`config.mk`:
```
export PLATFORM = sky130hd
export DESIGN_NAME = ap_ctrl_sequencer
export DESIGN_NICKNAME = d
export VERILOG_FILES = /design/src/rtl/ap_ctrl_sequencer.sv
export SDC_FILE = /design/constraint.sdc
export NUM_CORES = 1
export LEC_CHECK = 0
export BUFFER_PORTS_ARGS = -buffer_cell sky130_fd_sc_hd__buf_2
export CORE_MARGIN = 5
export CORE_UTILIZATION = 60
export CTS_CLUSTER_SIZE = 10
export DETAILED_ROUTE_END_ITERATION = 8
export PLACE_DENSITY = 0.85
export SLEW_MARGIN = 5
export SYNTH_ARGS = -nofsm -noshare
export SYNTH_HDL_FRONTEND = slang
export SYNTH_SLANG_ARGS = --single-unit
```
`constraint.sdc`:
```
create_clock -name clock -period 6.8 [get_ports clock]
set_clock_uncertainty 0.1 [all_clocks]
set_input_delay 0.68 -clock clock [delete_from_list [all_inputs] [get_ports clock]]
set_output_delay 0.68 -clock clock [all_outputs]
set_load 0.01 [all_outputs]
```
`src/rtl/ap_ctrl_sequencer.sv`:
```
// Drives the ap_ctrl_hs start/ready/done handshake for a programmed number of calls,
// timestamps each accepted start in a small FIFO and reports completion latency statistics.
module ap_ctrl_sequencer #(
  parameter int NUM_TRANS = 10,
  parameter int DEPTH     = 4,
  parameter int CNT_W     = 32
) (
  input  logic             clock,
  input  logic             reset,
  input  logic             enable,
  output logic             ap_start,
  input  logic             ap_ready,
  input  logic             ap_done,
  output logic [CNT_W-1:0] trans_started,
  output logic [CNT_W-1:0] trans_done,
  output logic [CNT_W-1:0] last_latency,
  output logic [CNT_W-1:0] min_latency,
  output logic [CNT_W-1:0] max_latency,
  output logic             finish,
  output logic             error,
  output logic [1:0]       dbg_state
);

  localparam int PTR_W = (DEPTH > 1) ? $clog2(DEPTH) : 1;
  localparam int OCC_W = $clog2(DEPTH) + 1;

  localparam logic [CNT_W-1:0] NUM_T    = CNT_W'(NUM_TRANS);
  localparam logic [CNT_W-1:0] CNT_ONE  = CNT_W'(1);
  localparam logic [OCC_W-1:0] OCC_ONE  = OCC_W'(1);
  localparam logic [OCC_W-1:0] DEPTH_C  = OCC_W'(DEPTH);
  localparam logic [PTR_W-1:0] PTR_ONE  = PTR_W'(1);
  localparam logic [PTR_W-1:0] PTR_LAST = PTR_W'(DEPTH - 1);

  localparam logic [1:0] S_IDLE   = 2'd0;
  localparam logic [1:0] S_RUN    = 2'd1;
  localparam logic [1:0] S_DRAIN  = 2'd2;
  localparam logic [1:0] S_FINISH = 2'd3;

  // Handshake: a start is accepted in any cycle where ap_start and ap_ready are both
  // high; ap_done retires the oldest accepted start (or the same-cycle one when empty).

  logic [1:0]       state_q, state_d;
  logic [CNT_W-1:0] now_q;
  logic [CNT_W-1:0] mem_q [DEPTH];
  logic [PTR_W-1:0] wr_ptr_q, wr_ptr_d;
  logic [PTR_W-1:0] rd_ptr_q, rd_ptr_d;
  logic [OCC_W-1:0] occ_q, occ_d;
  logic             ap_start_q, ap_start_d;
  logic [CNT_W-1:0] started_q, started_d;
  logic [CNT_W-1:0] done_q, done_d;
  logic [CNT_W-1:0] last_q, last_d;
  logic [CNT_W-1:0] min_q, min_d;
  logic [CNT_W-1:0] max_q, max_d;
  logic             finish_q, finish_d;
  logic             error_q, error_d;

  logic             accept;
  logic             fifo_empty;
  logic             push;
  logic             pop;
  logic             bypass;
  logic             spurious;
  logic             complete;
  logic [CNT_W-1:0] latency;

  function automatic logic [PTR_W-1:0] ptr_inc(input logic [PTR_W-1:0] p);
    return (p == PTR_LAST) ? '0 : p + PTR_ONE;
  endfunction

  always_comb begin
    accept     = ap_start_q && ap_ready;
    fifo_empty = (occ_q == '0);
    pop        = ap_done && !fifo_empty;
    bypass     = ap_done && fifo_empty && accept;
    spurious   = ap_done && fifo_empty && !accept;
    push       = accept && !bypass;
    complete   = pop || bypass;
    // Wrapping subtraction keeps the latency correct across a now_q rollover.
    latency    = bypass ? '0 : (now_q - mem_q[rd_ptr_q]);
  end

  always_comb begin
    wr_ptr_d  = push ? ptr_inc(wr_ptr_q) : wr_ptr_q;
    rd_ptr_d  = pop ? ptr_inc(rd_ptr_q) : rd_ptr_q;
    occ_d     = occ_q;
    case ({push, pop})
      2'b10:   occ_d = occ_q + OCC_ONE;
      2'b01:   occ_d = occ_q - OCC_ONE;
      default: occ_d = occ_q;
    endcase
    started_d = accept ? started_q + CNT_ONE : started_q;
  end

  always_comb begin
    done_d  = done_q;
    last_d  = last_q;
    min_d   = min_q;
    max_d   = max_q;
    error_d = error_q | spurious;
    if (complete) begin
      done_d = done_q + CNT_ONE;
      last_d = latency;
      if (latency < min_q) min_d = latency;
      if (latency > max_q) max_d = latency;
    end
  end

  always_comb begin
    state_d = state_q;
    case (state_q)
      S_IDLE:   if (enable) state_d = (NUM_T == '0) ? S_FINISH : S_RUN;
      S_RUN:    if (started_d == NUM_T) state_d = S_DRAIN;
      S_DRAIN:  if (done_q == NUM_T) state_d = S_FINISH;
      S_FINISH: state_d = S_FINISH;
      default:  state_d = S_IDLE;
    endcase
    // Next-state values let ap_start fall right after the acceptance that hits a limit.
    ap_start_d = (state_d == S_RUN) && enable && (started_d < NUM_T) && (occ_d < DEPTH_C);
    finish_d   = (state_d == S_FINISH);
  end

  always_ff @(posedge clock or negedge reset) begin
    if (!reset) begin
      state_q    <= S_IDLE;
      now_q      <= '0;
      wr_ptr_q   <= '0;
      rd_ptr_q   <= '0;
      occ_q      <= '0;
      ap_start_q <= 1'b0;
      started_q  <= '0;
      done_q     <= '0;
      last_q     <= '0;
      min_q      <= '1;
      max_q      <= '0;
      finish_q   <= 1'b0;
      error_q    <= 1'b0;
    end else begin
      state_q    <= state_d;
      now_q      <= now_q + CNT_ONE;
      wr_ptr_q   <= wr_ptr_d;
      rd_ptr_q   <= rd_ptr_d;
      occ_q      <= occ_d;
      ap_start_q <= ap_start_d;
      started_q  <= started_d;
      done_q     <= done_d;
      last_q     <= last_d;
      min_q      <= min_d;
      max_q      <= max_d;
      finish_q   <= finish_d;
      error_q    <= error_d;
    end
  end

  // Timestamp storage needs no reset: the pointers and occupancy define what is valid.
  always_ff @(posedge clock) begin
    if (push) mem_q[wr_ptr_q] <= now_q;
  end

  assign ap_start      = ap_start_q;
  assign trans_started = started_q;
  assign trans_done    = done_q;
  assign last_latency  = last_q;
  assign min_latency   = min_q;
  assign max_latency   = max_q;
  assign finish        = finish_q;
  assign error         = error_q;
  assign dbg_state     = state_q;

endmodule

```
==> reports/results.ini, run 1 <==
[timing]
period_minus_slack_ps=6283
hold_viol=0
rsz0062_at_grt=false
fmax_mhz=159.2
fin_tns_setup_ps=0
tightest_slew_ps=907.4
finalCritPeriodShare_pct=92.39
maxSlewHeadroom_pct=38.95
finalSetupViolations=0
slew_violations=0

[critical_path]
rrSetupSlack_ps=520
reg2reg_to=max_latency[26]
reg2regPathDepth=21
rr_startpoint=rd_ptr_q[0]
arrival_ps=6590
cp-end-kind=flip-flop
cp.required_ps=7100
setup.worst_path.start=rd_ptr_q[0]
critPathLaunchType=flip-flop
critPathCapture=max_latency[26]
path_max_fanout=23
crit_type=flip-flop to flip-flop

[place]
dp.cells=2008
hpwlAfterDp_mm=30.76
gp_congestion=0.9127
io_buffers=169

[detailed_routing]
ant_nets=0
wl_per_cell_um=20.84
route.met3.wl_mm=3.095
drc=0
top_layer=met4
via_count=12530
wl_met2_mm=20.68
wl_met1_mm=18.02
drt-initial-drc-count=1359
viasPerCell=6.031
routed_wl_mm=43.30
drt-pass1-iter-count=5

[final_layout]
drive_gt1_share_pct=20.41
finalNonFillerCells=2078
area_delta_synth_final_pct=14.76
fill_cells=1960
multi_input_area_um2=7332
seq_area_um2=8990
nets=1783
diodes=0

[power]
combinationalPowerShare_pct=11.6
cellLeakagePower_nw=9.162
ir_drop_uv=178.5
p_clk_share_pct=40.5
swShare_pct=25.57
intPower_mw=3.461
power_density_nw_per_um2=239.7
switchingPower_mw=1.189
seqPwrFrac_pct=47.9

[logic_synthesis]
synth_cell_types=79
synth_top_cell_by_area=dfrtp_1
synth_top_cells_by_count=192 x nand2_1, 172 x dfrtp_1, 128 x edfxtp_1
syn_avg_cell_area_um2=11.42
yosys.cell_count.top_type=nand2_1
synth_top_area_share_pct=25.46
ys_seq_area_share_pct=53.16
postSynth.topFlopCell=dfrtp_1
synth_enable_flop_cells=128
synth_cells=1481
syn_nets=1593
yosysWarnings=0
synth-seq-cells=332
async_flop_share_pct=61.45
syn_area_um2=16910
synth_area_leaders=dfrtp_1 25%, edfxtp_1 23%, ha_1 7.8%

[grt]
antenna_found_initial=0
grt_pass1_vias=12410
grt_max_degree=91
track_usage_pct=27.41
overflow=0
grt_pass1_wl_mm=68.54

[status]
status=complete, no violations

[clock_tree]
cts-root-buf=clkbuf_16
cts_sinks=332
insertion_delay_ps=530
htreeDepth=2
path_clk_slew_ps=60
cts_tree=built
cts_buffer_depth=3
numCtsBuffers=39
cts_setup_buffers=0

[floorplanning]
core_region_area_um2=27780
die_w_um=177.9
die_height_um=177.9
die_area_um2=31640
boundaryPins=170
rows=61
initial_utilization_pct=60.86

[run]
max_cap_viol_count=0

[min_path]
hold_class=input pin to async pin

-- critical path, stage by stage (launching register included) --
cell      delay [ps]
dfrtp_2          620
buf_4            370
buf_4            300
mux4_2           550
inv_1             80
ha_1             210
nand2_1          130
nor3_1           270
and3_1           210
o211ai_1         130
nand3_1          180
nand2_1          100
xor2_1           430
nor2_1           150
ha_1             350
nand4_1          160
nor4_1           460
nand2_1          160
a211o_1          300
a211oi_4         260
buf_4            290
mux2_2           360
-- cells by family after synthesis --
logic type                 synth area share (%)
AOI/OAI and AO/OA                         9.650
xor gates and xnor gates                  6.061
adders and majority gates                 8.007
buffers and inverters                     3.685
DFF                                       53.16
muxes                                     6.031
and+or+nand+nor                           13.40
-- per-layer routing --
layer	vias up	GRT usage [%]
met5	-	0
met4	0	9.152
met3	104	4.005
met2	587	44.38
met1	6120	38.41
li1	5721	-
-- through the flow --
| stage | power (mW) | setup WS [ps] | instance area, µm² | utilization, % | hold WS (ps) |
|---|---|---|---|---|---|
| floorplan | 2.607 | 646.2 | 16910 | - | 284.4 |
| global placement | 2.782 | 735.9 | 18260 | 65.74 | 353.0 |
| detailed placement | 2.798 | 520.6 | 18260 | 65.74 | 358.5 |
| CTS | 4.678 | 463.9 | 19390 | 69.80 | 133.5 |
| global route | 4.831 | 68.43 | 19400 | 69.84 | 168.3 |
| finish | 4.650 | 517.3 | 19400 | 69.84 | 113.0 |
-- cell type report --
type | count | share of cell area (%)
Sequential cell | 332 | 46.33
Multi-Input combinational cell | 988 | 37.79
Clock buffer | 66 | 5.662
Timing Repair Buffer | 194 | 5.372
Tap cell | 378 | 2.438
Inverter | 116 | 2.244
Clock inverter | 4 | 0.1612
-- cells in the final DEF, fill, tap and decap left out, drive strengths merged, types with 9 or more instances in the layout --
| master | n |
|---|---|
| dfstp | 32 |
| a21oi | 43 |
| o211ai | 9 |
| mux2 | 23 |
| inv | 118 |
| a21o | 36 |
| and3 | 24 |
| edfxtp | 128 |
| nor2 | 63 |
| ha | 105 |
| o21ai | 70 |
| nand3 | 49 |
| nor4 | 15 |
| and2 | 14 |
| nor3 | 22 |
| nand2 | 192 |
| nand4 | 36 |
| xnor2 | 88 |
| clkbuf | 67 |
| o21a | 12 |
| xor2 | 29 |
| buf | 193 |
| and4 | 15 |
| dfrtp | 172 |
| mux4 | 32 |
-- sequential cells by signal (all words and copies together), names as in the netlist --
register,cells
mem_q,128
min_latency,32
dbg_state,2
trans_done,32
occ_q,3
finish,1
error,1
trans_started,32
now_q,32
last_latency,32
ap_start,1
wr_ptr_q,2
max_latency,32
rd_ptr_q,2
-- what timing repair did --
action                                  in CTS  in global routing
endpoints found under the setup margin       0                 21
hold buffers                                 0                  0
gates resized for setup                      0                  2
-- power groups by stage --
stage	clock network (mW)	logic, mW	registers, mW
final	1.88	0.539	2.23
after detailed placement	0	0.536	2.26
after global placement	0	0.520	2.26
after global routing	2.00	0.592	2.24
after CTS	1.90	0.545	2.23
after floorplan	0	0.359	2.25
-- worst min-delay path by stage --
| stage | cells past startpoint | endpoint | start |
|---|---|---|---|
| 2_1_floorplan | 0 | ap_start | reset |
| 3_3_place_gp | 2 | last_latency[3] | last_latency[3] |
| 3_5_place_dp | 2 | last_latency[9] | last_latency[9] |
| 4_1_cts | 1 | trans_done[5] | reset |
| 5_1_grt | 1 | trans_done[31] | reset |
| 6_report | 1 | trans_done[5] | reset |
(Power assumes the default switching activity.)
==> inputs of run 2 (changes only) <==
--- a/config.mk
+++ b/config.mk
@@ -6,8 +6,10 @@
 export NUM_CORES = 1
 export LEC_CHECK = 0
 export BUFFER_PORTS_ARGS = -buffer_cell sky130_fd_sc_hd__buf_2
+export CELL_PAD_IN_SITES_DETAIL_PLACEMENT = 1
+export CELL_PAD_IN_SITES_GLOBAL_PLACEMENT = 1
 export CORE_MARGIN = 5
-export CORE_UTILIZATION = 60
+export CORE_UTILIZATION = 48
 export CTS_CLUSTER_SIZE = 10
 export DETAILED_ROUTE_END_ITERATION = 8
 export PLACE_DENSITY = 0.85
==> run 2 against run 1 <==
Effect of this change:
- non-clock buffer count fell by 2
- combinational power up 5.2%
- sequential power about the same
- worst hold slack got worse by 30 ps
- global-route usage shrank 0.21 points
- critical path depth down 2
- via count is 4.1% higher
- critical path type unchanged
- routed wire length is 24% higher
- count of clock-buffer cells in the layout increased by 4
- final area up 0.95%
- first-iteration DRC count is 20% lower
- largest power group unchanged
==> reports/results.ini, run 2 (synthesized netlist as in run 1, its figures left out) <==
[timing]
fmax_mhz=154.3  ; -3.0%
fin_tns_setup_ps=0  ; unchanged
slew_violations=0  ; unchanged
maxSlewHeadroom_pct=30.90  ; -8.1 points
rsz0062_at_grt=false
finalSetupViolations=0  ; unchanged
hold_viol=0  ; unchanged
finalCritPeriodShare_pct=95.28  ; +2.9 points
tightest_slew_ps=1037  ; +129.2 ps
period_minus_slack_ps=6479  ; +196.3 ps

[clock_tree]
insertion_delay_ps=550  ; +20 ps
cts-root-buf=clkbuf_16
cts.repair.resized=0  ; unchanged
cts_hold_buf=0  ; unchanged
cts_tree=built
numCtsBuffers=40  ; +2.6%
cts_setup_buffers=0  ; unchanged
cts_buffer_depth=3  ; unchanged
path_clk_slew_ps=60  ; about the same
cts_sinks=332  ; unchanged
htreeDepth=2  ; unchanged

[final_layout]
fin_area_um2=19590  ; +0.95%
area_delta_synth_final_pct=15.84
nets=1782  ; -0.056%
final_cell_mix=191 x nand2_1, 171 x dfrtp_1, 168 x buf_2
drive_gt1_share_pct=20.47  ; +0.059 points
diodes=0  ; unchanged
final_common_cell=nand2_1
largest-register=mem_q
largest_reg_flops=128  ; unchanged

[critical_path]
path_max_fanout=15  ; -35%
cp-end-kind=flip-flop
crit_type=flip-flop to flip-flop
reg2regPathDepth=19  ; -9.5%
critPathLaunchType=flip-flop
rrSetupSlack_ps=320  ; -200 ps
critPathCapture=min_latency[25]
setup.worst_path.start=rd_ptr_q[0]
cp.required_ps=7140  ; +40 ps
reg2reg_to=min_latency[25]
rr_startpoint=rd_ptr_q[0]
arrival_ps=6820  ; +230 ps

[grt]
track_usage_pct=27.20  ; -0.21 points
grt_max_degree=78  ; -14%
grt_pass1_vias=14010  ; +13%
grt_pass1_wl_mm=83.53  ; +22%
grt_use_met3_pct=5.663  ; +1.7 points
met1_usage_pct=35.58  ; -2.8 points
met2_usage_pct=44.13  ; -0.25 points
overflow=0  ; unchanged
antenna_found_initial=1  ; +1
grt-busiest-layer=met2

[place]
gp_congestion=0.9615  ; +5.3%
placed_area_um2=18360  ; +0.53%
io_buffers=169  ; unchanged
hpwlAfterDp_mm=37.51  ; +22%

[floorplanning]
die_area_um2=39080  ; +24%
boundaryPins=170  ; unchanged
die_w_um=197.7  ; +11%
core_region_area_um2=34630  ; +25%
rows=68  ; +11%
initial_utilization_pct=48.83  ; -12 points
die_height_um=197.7  ; +11%

[detailed_routing]
routed_wl_mm=53.59  ; +24%
drt-pass1-iter-count=7  ; +2
drc=0  ; unchanged
wl_per_cell_um=24.87  ; +19%
ant_nets=0  ; unchanged
via_count=13040  ; +4.1%
viasPerCell=6.052  ; +0.36%
drt-initial-drc-count=1091  ; -20%

[power]
total_power_mw=4.802  ; +3.3%
cellLeakagePower_nw=9.189  ; +0.30%
ir_drop_uv=170.3  ; -4.6%
power_density_nw_per_um2=245.2  ; +2.3%

[run]
max_cap_viol_count=0  ; unchanged

[min_path]
hold_class=input pin to async pin

[status]
status=complete, no violations

-- run 2: stage by stage --
stage / std cells / setup WS, ps / utilization (%) / hold slack, ps
after floorplan: 1481 / 646.2 / - / 284.4
after global placement: 2083 / 490.4 / 53.02 / 356.1
after detailed placement: 2083 / 215.5 / 53.02 / 362.2
after CTS: 2155 / 215.3 / 56.49 / 101.7
after global routing: 2155 / 108.3 / 56.56 / 130.4
final: 2155 / 321.1 / 56.56 / 82.77
-- run 2: routing by layer --
metal,vias up,wire [µm]
met5,-,13
met3,151,4009
met1,6661,21440
met2,529,25570
met4,2,2553
li1,5700,-
-- run 2: how the worst min path moves through the flow --
stage,from,to,slack [ps],cells after the start
floorplan,reset,ap_start,280,0
global placement,last_latency[14],last_latency[14],360,2
detailed placement,error,error,360,1
CTS,reset,trans_done[3],100,1
global route,reset,trans_done[5],130,1
finish,reset,trans_done[5],80,1
-- run 2: final cells by class --
cell class	instances	area, µm²
clock buffer	70	1176
clock inverter	2	25.02
fill	3646	15040
inverter	116	435.4
multi-input combinational	988	7345
sequential	332	8992
tap	455	569.3
timing repair buffer	192	1044
-- run 2: where the power goes --
group	switching [mW]	total, mW	internal [mW]
sequential	0.0923	2.24	2.14
clock	0.829	2.00	1.17
combinational	0.342	0.567	0.224
total	1.26	4.80	3.54
-- run 2: critical path, cell delays in order, from the launching register on --
cell,delay (ps)
dfrtp_4,600
mux4_2,380
ha_1,190
inv_1,70
fa_1,430
a211o_1,330
a211oi_2,310
o31a_2,270
o21bai_1,160
a211oi_1,430
xor2_1,230
nor2_1,130
ha_1,250
a2111oi_0,430
o21ai_0,190
a221oi_1,520
o32ai_1,160
nor4b_2,410
clkinv_1,390
o41ai_1,370
==> inputs of run 3 (changes only) <==
--- a/config.mk
+++ b/config.mk
@@ -9,11 +9,12 @@
 export CELL_PAD_IN_SITES_DETAIL_PLACEMENT = 1
 export CELL_PAD_IN_SITES_GLOBAL_PLACEMENT = 1
 export CORE_MARGIN = 5
-export CORE_UTILIZATION = 48
+export CORE_UTILIZATION = 49
+export CTS_BUF_LIST = sky130_fd_sc_hd__clkbuf_4
 export CTS_CLUSTER_SIZE = 10
 export DETAILED_ROUTE_END_ITERATION = 8
-export PLACE_DENSITY = 0.85
-export SLEW_MARGIN = 5
+export PLACE_DENSITY = 0.86
+export SLEW_MARGIN = 20
 export SYNTH_ARGS = -nofsm -noshare
 export SYNTH_HDL_FRONTEND = slang
 export SYNTH_SLANG_ARGS = --single-unit
==> run 3 against run 2 <==
Effect of this change:
- non-clock buffer count decreased by 2
- critical endpoint is now max_latency[28]
- highest routed layer is now met4
- core utilization up 0.62 points
- sequential share of layout area is essentially flat
- largest cell class unchanged
- register-to-register slack gained 100 ps
- power shrank 2.0%
- via count is 0.31% lower
==> reports/results.ini, run 3 (synthesized netlist as in run 1, its figures left out) <==
[timing]
fmax_mhz=156.9  ; +1.6%
finalCritPeriodShare_pct=93.74  ; -1.5 points
period_minus_slack_ps=6375  ; -104.3 ps
slew_violations=0  ; unchanged
fin_tns_setup_ps=0  ; unchanged
maxSlewHeadroom_pct=35.13  ; +4.2 points
hold_viol=0  ; unchanged
setup_slack_ps=425.4  ; +104.3 ps
tightest_slew_ps=962.9  ; -73.61 ps
finalSetupViolations=0  ; unchanged
rsz0062_at_grt=false

[floorplanning]
die_w_um=195.8  ; -0.97%
initial_utilization_pct=49.31  ; +0.48 points
rows=68  ; unchanged
die_area_um2=38320  ; -1.9%
die_height_um=195.8  ; -0.97%
core_region_area_um2=34290  ; -0.98%
boundaryPins=170  ; unchanged

[min_path]
hold_end=ap_start
hold_path_depth=3
hold_class=input pin to flip-flop
holdCritStartpoint=enable

[critical_path]
path_cells=mux4_2 > ha_1 > inv_1 > fa_1 > a211o_1 > a211oi_1 > o31a_2 > o211ai_1 > a21o_1 > a221oi_1 > xor2_1 > nor2_1 > ha_1 > nand4_1 > nor4_2 > nand2_1 > nor4_1 > a211oi_4 > buf_4 > inv_1 > nor2_1 > a22o_1
reg2regPathDepth=22  ; +3
critPathMaxStageDelay_ps=600  ; about the same
reg2reg_to=max_latency[28]
setup.worst_path.start=rd_ptr_q[0]
cp.required_ps=7330  ; +190 ps
rr_startpoint=rd_ptr_q[0]
critPathLaunchType=flip-flop
cp_slowest_cell=dfrtp_4
path_max_fanout=12  ; -3
cp-end-kind=flip-flop
rrSetupSlack_ps=430  ; +100 ps
arrival_ps=6910  ; +90 ps
crit_type=flip-flop to flip-flop

[power]
p_clk_share_pct=40.8  ; -0.8 points
swShare_pct=26.92  ; +0.60 points
intPower_mw=3.440  ; -2.8%
power_density_nw_per_um2=240.1  ; -2.0%
ir_drop_uv=137.7  ; -19%
switchingPower_mw=1.268  ; +0.28%
seqPwrFrac_pct=47.4  ; +0.8 points
cellLeakagePower_nw=9.342  ; +1.7%
combinationalPowerShare_pct=11.8  ; about the same

[clock_tree]
path_clk_slew_ps=70  ; about the same
cts-root-buf=clkbuf_4
cts_tree=built
htreeDepth=3  ; +1
cts_sinks=332  ; unchanged
insertion_delay_ps=780  ; +230 ps
numCtsBuffers=87  ; +120%
cts_buffer_depth=3  ; unchanged

[grt]
antenna_found_initial=1  ; unchanged
grt_pass1_wl_mm=79.34  ; -5.0%
track_usage_pct=25.89  ; -1.3 points
grt_max_degree=78  ; unchanged
overflow=0  ; unchanged
grt_pass1_vias=14020  ; +0.036%

[detailed_routing]
drt-initial-drc-count=778  ; -29%
viasPerCell=5.799  ; -4.2%
ant_nets=0  ; unchanged
routed_wl_mm=49.89  ; -6.9%
wl_per_cell_um=22.25  ; -11%
drt-pass1-iter-count=5  ; -2
drc=0  ; unchanged
via_count=13000  ; -0.31%

[final_layout]
drive_gt1_share_pct=25.31  ; +4.8 points
nets=1827  ; +2.5%
fill_cells=3762  ; +3.2%
final_cell_mix=191 x nand2_1, 171 x dfrtp_1, 168 x buf_2
final_common_cell=nand2_1
area_delta_synth_final_pct=15.96  ; about the same
largest-register=mem_q
largest_reg_flops=128  ; unchanged

[status]
status=complete, no violations

[place]
pre_cts_ws_ps=196.2  ; -19.25 ps
gp_congestion=0.8780  ; -8.7%
hpwlAfterDp_mm=35.72  ; -4.8%
io_buffers=169  ; unchanged

[run]
max_cap_viol_count=0  ; unchanged

==> run 3: cell type report <==
type	count	area, µm²	area share, %
Timing Repair Buffer	190	1039	5.297
Antenna cell	1	2.502	0.01276
Tap cell	455	569.3	2.904
Inverter	116	435.4	2.221
Clock buffer	146	1096	5.591
Clock inverter	14	135.1	0.6893
Multi-Input combinational cell	988	7336	37.42
Sequential cell	332	8992	45.87
==> run 3: layer usage <==
layer  wire, µm  global-route usage (%)
met3       2956                   4.843
met5          0                       0
met1      21100                   34.03
met2      23830                   42.35
met4       1997                   11.12
==> run 3: worst max-delay path by stage <==
stage	to	slack, ps	cells past startpoint
after floorplan	max_latency[26]	650	21
after global placement	max_latency[0]	510	19
after detailed placement	max_latency[26]	200	20
after CTS	max_latency[26]	200	20
after global routing	max_latency[23]	70	21
final	max_latency[28]	430	22
==> run 3: critical path, delay by kind of cell (launching register included) <==
family	cells	cell delay [ps]
XOR/XNOR	1	350
multiplexers	1	380
adder cells (fa/ha/maj)	3	900
AO/OA/AOI/OAI	8	2100
AND/OR/NAND/NOR	6	1370
flip-flops	1	600
buffers and inverters	3	480
==> run 3: power by group through the flow <==
stage / Sequential [mW] / Combinational, mW / Clock [mW]
floorplan: 2.25 / 0.359 / 0
global placement: 2.26 / 0.537 / 0
detailed placement: 2.27 / 0.557 / 0
CTS: 2.23 / 0.561 / 1.97
global route: 2.24 / 0.606 / 2.09
finish: 2.23 / 0.555 / 1.92
==> run 3: metrics by stage <==
stage          total power [mW]  area [µm²]  std cells  hold WS [ps]  utilization, %
2_1_floorplan             2.607       16910       1481         284.4               -
3_3_place_gp              2.799       18340       2080         353.2           53.48
3_5_place_dp              2.826       18340       2080         359.8           53.48
4_1_cts                   4.764       19580       2241         29.31           57.10
5_1_grt                   4.938       19610       2242         68.92           57.18
6_report                  4.708       19610       2242         97.83           57.18
==> run 3: timing repair <==
item                                    CTS  global route
endpoints found under the setup margin    0            37
hold buffers                              1             0
setup buffers                             0             0
gates resized for setup                   0             6
endpoints found under the hold margin    39             0
